[config.mk]
export PLATFORM = sky130hd
export DESIGN_NAME = sparse_24_encoder
export DESIGN_NICKNAME = d
export VERILOG_FILES = /design/src/rtl/stc_pkg.sv /design/src/rtl/sp24_group_sel.sv /design/src/rtl/sparse_24_encoder.sv
export SDC_FILE = /design/constraint.sdc
export NUM_CORES = 2
export LEC_CHECK = 0
export ABC_AREA = 1
export BUFFER_PORTS_ARGS = -buffer_cell sky130_fd_sc_hd__buf_2
export CORE_AREA = 2 2 452 454
export CTS_BUF_LIST = sky130_fd_sc_hd__clkbuf_8
export CTS_CLUSTER_SIZE = 20
export DETAILED_ROUTE_END_ITERATION = 10
export DIE_AREA = 0 0 454 456
export SLEW_MARGIN = 30
export SYNTH_ARGS = -nofsm -noshare
export SYNTH_HDL_FRONTEND = slang
export SYNTH_SLANG_ARGS = --single-unit
[constraint.sdc]
create_clock -name clk -period 9.4 [get_ports clk]
set_input_delay 2.82 -clock clk [delete_from_list [all_inputs] [get_ports clk]]
set_output_delay 2.82 -clock clk [all_outputs]
set_load 0.03 [all_outputs]
[src/rtl/stc_pkg.sv]
// Shared widths, FSM state type and magnitude helper for the 2:4 sparse encoder.
package stc_pkg;

   localparam int STC_IN_W   = 512;  // dense beat width: 64 int8 values
   localparam int STC_GROUPS = 16;   // groups of four values per beat
   localparam int STC_GRP_W  = 32;   // bits per dense group
   localparam int STC_SLOT_W = 16;   // bits per compressed group (two int8)
   localparam int STC_CNT_W  = 16;   // lossy-group counter width
   localparam int STC_IDX_W  = 2;    // bits per kept-position index

   typedef enum logic [0:0] {
      HALF0 = 1'b0,   // waiting for beat 0 of a tile
      HALF1 = 1'b1    // beat 0 staged, waiting for beat 1
   } enc_state_e;

   // Magnitude of an int8 at 9 bits so that |-128| = 128 is representable
   function automatic logic [8:0] abs9(input logic [7:0] v);
      logic [8:0] ext;
      ext = {v[7], v};
      if (v[7]) begin
         abs9 = 9'd0 - ext;
      end else begin
         abs9 = ext;
      end
   endfunction

endpackage

[src/rtl/sp24_group_sel.sv]
// sp24_group_sel: picks the two largest-magnitude int8 values of one group of
// four, lower position winning ties, and reports whether a nonzero was dropped.
module sp24_group_sel
   import stc_pkg::*;
(
   input  logic [STC_GRP_W-1:0]   grp,
   output logic [STC_SLOT_W-1:0]  slot,
   output logic [2*STC_IDX_W-1:0] idx,
   output logic                   lossy
);

   logic [8:0]           mag_s  [4];
   logic [2:0]           rank_s [4];
   logic [3:0]           keep_s;
   logic [STC_IDX_W-1:0] p0_s;
   logic [STC_IDX_W-1:0] p1_s;

   // Magnitudes of the four values
   always_comb begin
      for (int i = 0; i < 4; i++) begin
         mag_s[i] = abs9(grp[8*i +: 8]);
      end
   end

   // Rank each position by how many others beat it; the two with rank < 2 are kept
   always_comb begin
      keep_s = 4'b0000;
      for (int i = 0; i < 4; i++) begin
         rank_s[i] = 3'd0;
         for (int j = 0; j < 4; j++) begin
            rank_s[i] = rank_s[i] + {2'b00, ((j != i) &&
                        ((mag_s[j] > mag_s[i]) || ((mag_s[j] == mag_s[i]) && (j < i))))};
         end
         keep_s[i] = (rank_s[i] < 3'd2);
      end
   end

   // Convert the kept mask into ordered positions p0 < p1
   always_comb begin
      p0_s = 2'd0;
      p1_s = 2'd1;
      case (keep_s)
         4'b0011: begin p0_s = 2'd0; p1_s = 2'd1; end
         4'b0101: begin p0_s = 2'd0; p1_s = 2'd2; end
         4'b1001: begin p0_s = 2'd0; p1_s = 2'd3; end
         4'b0110: begin p0_s = 2'd1; p1_s = 2'd2; end
         4'b1010: begin p0_s = 2'd1; p1_s = 2'd3; end
         4'b1100: begin p0_s = 2'd2; p1_s = 2'd3; end
         default: begin p0_s = 2'd0; p1_s = 2'd1; end
      endcase
   end

   // A group is lossy when any dropped value is nonzero
   always_comb begin
      lossy = 1'b0;
      for (int i = 0; i < 4; i++) begin
         lossy = lossy | (~keep_s[i] & (|grp[8*i +: 8]));
      end
   end

   assign slot = {grp[{p1_s, 3'b000} +: 8], grp[{p0_s, 3'b000} +: 8]};
   assign idx  = {p1_s, p0_s};

endmodule

[src/rtl/sparse_24_encoder.sv]
// sparse_24_encoder: compresses two dense int8 beats (one tile) into a single
// 2:4 sparse word plus position indices for the sparse tensor core operand path.
module sparse_24_encoder
   import stc_pkg::*;
#(
   parameter int IN_W  = STC_IN_W,
   parameter int CNT_W = STC_CNT_W
) (
   input  logic              clk,
   input  logic              rstn,
   input  logic              in_valid,
   output logic              in_ready,
   input  logic [IN_W-1:0]   in_data,
   input  logic              in_last,
   output logic              out_valid,
   input  logic              out_ready,
   output logic [IN_W-1:0]   out_data,
   output logic [IN_W/4-1:0] out_idx,
   output logic              out_lossy,
   input  logic              cnt_clr,
   output logic [CNT_W-1:0]  lossy_cnt
);

   localparam int NG     = IN_W / STC_GRP_W;
   localparam int HALF_W = NG * STC_SLOT_W;
   localparam int HIDX_W = NG * 2 * STC_IDX_W;
   localparam int NUM_W  = $clog2(NG + 1);

   logic [HALF_W-1:0] comp_data_s;
   logic [HIDX_W-1:0] comp_idx_s;
   logic [NG-1:0]     grp_lossy_s;
   logic              beat_lossy_s;
   logic [NUM_W-1:0]  lossy_num_s;
   logic              accept_s;
   logic [CNT_W:0]    cnt_sum_s;

   enc_state_e        state_r;
   logic [HALF_W-1:0] staged_data_r;
   logic [HIDX_W-1:0] staged_idx_r;
   logic              staged_lossy_r;
   logic              out_valid_r;
   logic [IN_W-1:0]   out_data_r;
   logic [IN_W/4-1:0] out_idx_r;
   logic              out_lossy_r;
   logic [CNT_W-1:0]  lossy_cnt_r;

   for (genvar g = 0; g < NG; g++) begin : g_sel
      sp24_group_sel u_sel (
         .grp   (in_data[STC_GRP_W*g +: STC_GRP_W]),
         .slot  (comp_data_s[STC_SLOT_W*g +: STC_SLOT_W]),
         .idx   (comp_idx_s[2*STC_IDX_W*g +: 2*STC_IDX_W]),
         .lossy (grp_lossy_s[g])
      );
   end

   assign in_ready     = ~out_valid_r | out_ready;
   assign accept_s     = in_valid & in_ready;
   assign beat_lossy_s = |grp_lossy_s;

   // Number of lossy groups in the incoming beat
   always_comb begin
      lossy_num_s = {NUM_W{1'b0}};
      for (int g = 0; g < NG; g++) begin
         lossy_num_s = lossy_num_s + {{(NUM_W-1){1'b0}}, grp_lossy_s[g]};
      end
   end

   // Counter sum one bit wider so overflow is visible for saturation
   always_comb begin
      cnt_sum_s = {1'b0, lossy_cnt_r} + {{(CNT_W+1-NUM_W){1'b0}}, lossy_num_s};
   end

   // Tile assembly FSM: stage beat 0, emit the compressed word on the closing beat
   always_ff @(posedge clk or negedge rstn) begin
      if (!rstn) begin
         state_r        <= HALF0;
         staged_data_r  <= {HALF_W{1'b0}};
         staged_idx_r   <= {HIDX_W{1'b0}};
         staged_lossy_r <= 1'b0;
         out_valid_r    <= 1'b0;
         out_data_r     <= {IN_W{1'b0}};
         out_idx_r      <= {(IN_W/4){1'b0}};
         out_lossy_r    <= 1'b0;
      end else begin
         // A drain empties the holding register unless a load below refills it
         if (out_ready) begin
            out_valid_r <= 1'b0;
         end
         if (accept_s) begin
            case (state_r)
               HALF0: begin
                  if (in_last) begin
                     out_data_r  <= {{HALF_W{1'b0}}, comp_data_s};
                     out_idx_r   <= {{HIDX_W{1'b0}}, comp_idx_s};
                     out_lossy_r <= beat_lossy_s;
                     out_valid_r <= 1'b1;
                     state_r     <= HALF0;
                  end else begin
                     staged_data_r  <= comp_data_s;
                     staged_idx_r   <= comp_idx_s;
                     staged_lossy_r <= beat_lossy_s;
                     state_r        <= HALF1;
                  end
               end
               HALF1: begin
                  out_data_r  <= {comp_data_s, staged_data_r};
                  out_idx_r   <= {comp_idx_s, staged_idx_r};
                  out_lossy_r <= beat_lossy_s | staged_lossy_r;
                  out_valid_r <= 1'b1;
                  state_r     <= HALF0;
               end
               default: begin
                  state_r <= HALF0;
               end
            endcase
         end
      end
   end

   // Saturating lossy-group counter; clear wins over increment
   always_ff @(posedge clk or negedge rstn) begin
      if (!rstn) begin
         lossy_cnt_r <= {CNT_W{1'b0}};
      end else if (cnt_clr) begin
         lossy_cnt_r <= {CNT_W{1'b0}};
      end else if (accept_s) begin
         if (cnt_sum_s[CNT_W]) begin
            lossy_cnt_r <= {CNT_W{1'b1}};
         end else begin
            lossy_cnt_r <= cnt_sum_s[CNT_W-1:0];
         end
      end
   end

   assign out_valid = out_valid_r;
   assign out_data  = out_data_r;
   assign out_idx   = out_idx_r;
   assign out_lossy = out_lossy_r;
   assign lossy_cnt = lossy_cnt_r;

endmodule

==> flow_summary.ini <==
[critical_path]
startpoint_type = input port
r2r-end = lossy_cnt[15]
r2r-start = lossy_cnt[0]
critPathKind = in2reg
rrSetupSlack_ps = 4610
crit_path_end_kind = flop
reg2reg_depth = 22
required_ps = 10270
critPathBufInv = 13
arrival_ps = 10190
crit_family = adder cells
slowest_delay_ps = 550
cp_common_cell = inv_2
startpoint = in_data[192]
cpMaxStageDelayCell = fa_1
cp_max_fo = 4

[route]
drt-initial-drc-count = 6851
drt-pass1-iter-count = 8
detail-route-antenna-nets = 0
routed-via-count = 85416
viasPerCell = 5.243
wirelength_um = 360100
wl_per_cell_um = 22.11
drc = 0

[floorplan]
die_y_um = 456
core_region_area_sq_um = 201700
rows = 165
start_util_pct = 38.64
dieArea_sq_um = 207000
pin_count = 1177
die_w_um = 454

[timing]
slew_headroom_pct = 33.96
hold_viol = 0
whs_ps = 473.5
min_period_ps = 9316
fmax_mhz = 107.3
setup_viol = 0
finalCritPeriodShare_pct = 99.11
grt_setup_unrepaired = yes
worst_pin_slew_ps = 990.5
drv_slew = 0
fin_skew_ps = 43.51

[clock_tree]
worstSkewPairLatency_ps = 1010
cts_buffers = 180
path_clk_slew_ps = 60
cts_max_level = 4
cts_buffer_depth = 3
cts_root_buf = clkbuf_8
cts_tree = built
clock_sinks = 980

[synthesis]
seq_area_frac_synth_pct = 31.46
ys_warn_count = 0
ys_ff_latch = 980
synth_area_per_cell_sq_um = 7.244
async_flop_share_pct = 100.0
synth_top_area_share_pct = 31.46
synthDistinctLibCells = 78
yosysTopAreaCell = dfrtp_1
netlist_area_sq_um = 77950
synth-main-ff-cell = dfrtp_1
yosys-top-cells-area = dfrtp_1 31%, ha_1 16%, nand2_1 14%, o21ai_0 7.3%, inv_1 6.2%
synthCells = 10760
synth_edf_count = 0

[grt]
grt_max_degree = 180
overflow = 0
antenna_found_initial = 121
track_usage_pct = 33.76
grt_pass1_vias = 82901
grt_first_pass_wirelength_um = 528900

[worst_hold_path]
min_to = out_data[31]
hold_depth = 2
hp-class = reg2reg
min-delay-start = out_data[31]

[layout]
instances_no_fill = 16290
final_cell_mix = 2815 x nand2_1, 1461 x buf_4, 1308 x inv_1, 1172 x buf_2, 1091 x o21ai_0
nets = 14926
syn_to_final_growth_pct = 32.40
layout.cells.most_common = nand2_1
final_layout_size_suffix_gt1_share_pct = 24.65

[pwr]
power_density_nw_per_um2 = 236.9
p_int_uw = 12470
comb_power_share_pct = 52.9
peakVddDrop_mv = 0.2466
swShare_pct = 49.00
power_leakage_uw = 0.05675
clkPwrFrac_pct = 18.3
p_seq_share_pct = 28.8
switching_power_uw = 11980

[placed_design]
dp_cells = 15860
post-dp-hpwl_um = 287600
port-buffer-count = 1176
gp_congestion = 1.012

[run]
drv_cap = 0

[outcome]
status = finished clean
cell families after synthesis:
kind of cell               count (synthesis)  synth area share, %
other                                      2             0.009635
AOI/OAI and AO/OA                       2303                16.66
xor gates and xnor gates                 291                3.279
DFF                                      980                31.46
and+or+nand+nor                         4472                23.98
adders and majority gates               1002                16.20
buffers and inverters                   1710                8.410
synth_stat cells, types with 124 or more instances:
library cell / n
xor2_1: 276
nand2_1: 2840
ha_1: 990
nand4_1: 124
a21oi_1: 590
inv_1: 1294
nor3_1: 179
nand3_1: 345
clkbuf_1: 316
o21ai_0: 1141
nor2_1: 745
dfrtp_1: 980
flip-flops by register name, summed over array words and instances, names as in the netlist, 16 cells and up:
name           cells
lossy_cnt         16
out_data         512
out_idx          128
staged_data_r    256
staged_idx_r      64
worst max-delay path by stage:
stage / endpoint / slack (ps) / cells past startpoint
6_report: lossy_cnt[15] / 80 / 48
5_1_grt: lossy_cnt[13] / -330 / 46
4_1_cts: lossy_cnt[15] / 0.6 / 50
3_5_place_dp: lossy_cnt[9] / -1340 / 45
3_3_place_gp: lossy_cnt[2] / -1350 / 49
2_1_floorplan: lossy_cnt[3] / -350 / 42
routing by layer:
metal | up-vias | part of all wire (%) | GRT usage [%]
li1 | 40922 | - | -
met2 | 2970 | 46 | 54.94
met4 | 48 | 6.4 | 19.28
met1 | 40727 | 41 | 41.65
met5 | - | 0.089 | 0
met3 | 749 | 6.3 | 6.353
worst reg2reg max path: cells and delay by family, from the launching register on:
kind / cells / cell delay (ps)
AO/OA/AOI/OAI: 4 / 370
adder cells (fa/ha/maj): 6 / 2510
buffers and inverters: 3 / 180
flip-flops: 1 / 430
AND/OR/NAND/NOR: 9 / 1210
power groups by stage:
| stage | registers, uW | logic [uW] | clock network, uW |
|---|---|---|---|
| floorplan | 8930 | 5350 | 0 |
| global placement | 7010 | 12500 | 0 |
| detailed placement | 7040 | 12600 | 0 |
| CTS | 7000 | 12700 | 4550 |
| global route | 7190 | 14100 | 4740 |
| finish | 7040 | 12900 | 4470 |
per-stage QoR:
step                TNS, ps  total power [uW]  worst slack, ps  instance area [sq um]  util, %
floorplan             -5167             14280           -346.4                  78810        -
global placement     -21190             19500            -1352                  97680    48.43
detailed placement   -20880             19690            -1338                  97740    48.46
CTS                       0             24290           0.5596                 101700    50.43
global route          -4651             26000           -332.8                 103100    51.14
finish                    0             24440            83.64                 103200    51.16
final cells by class:
class | instances | area, sq um
tap | 2672 | 3343
timing repair buffer | 2667 | 17480
clock inverter | 93 | 784.5
fill | 20316 | 98500
multi-input combinational | 8260 | 48820
clock buffer | 219 | 3014
sequential | 980 | 24530
inverter | 1317 | 5019
antenna | 82 | 205.2
what timing repair did:
action,in CTS,in global routing
pin swaps,20,101
endpoints found under the setup margin,16,16
setup buffers,8,26
gates resized for setup,39,236
cloned,0,0
hold buffers,0,0
(Power assumes the default switching activity.)
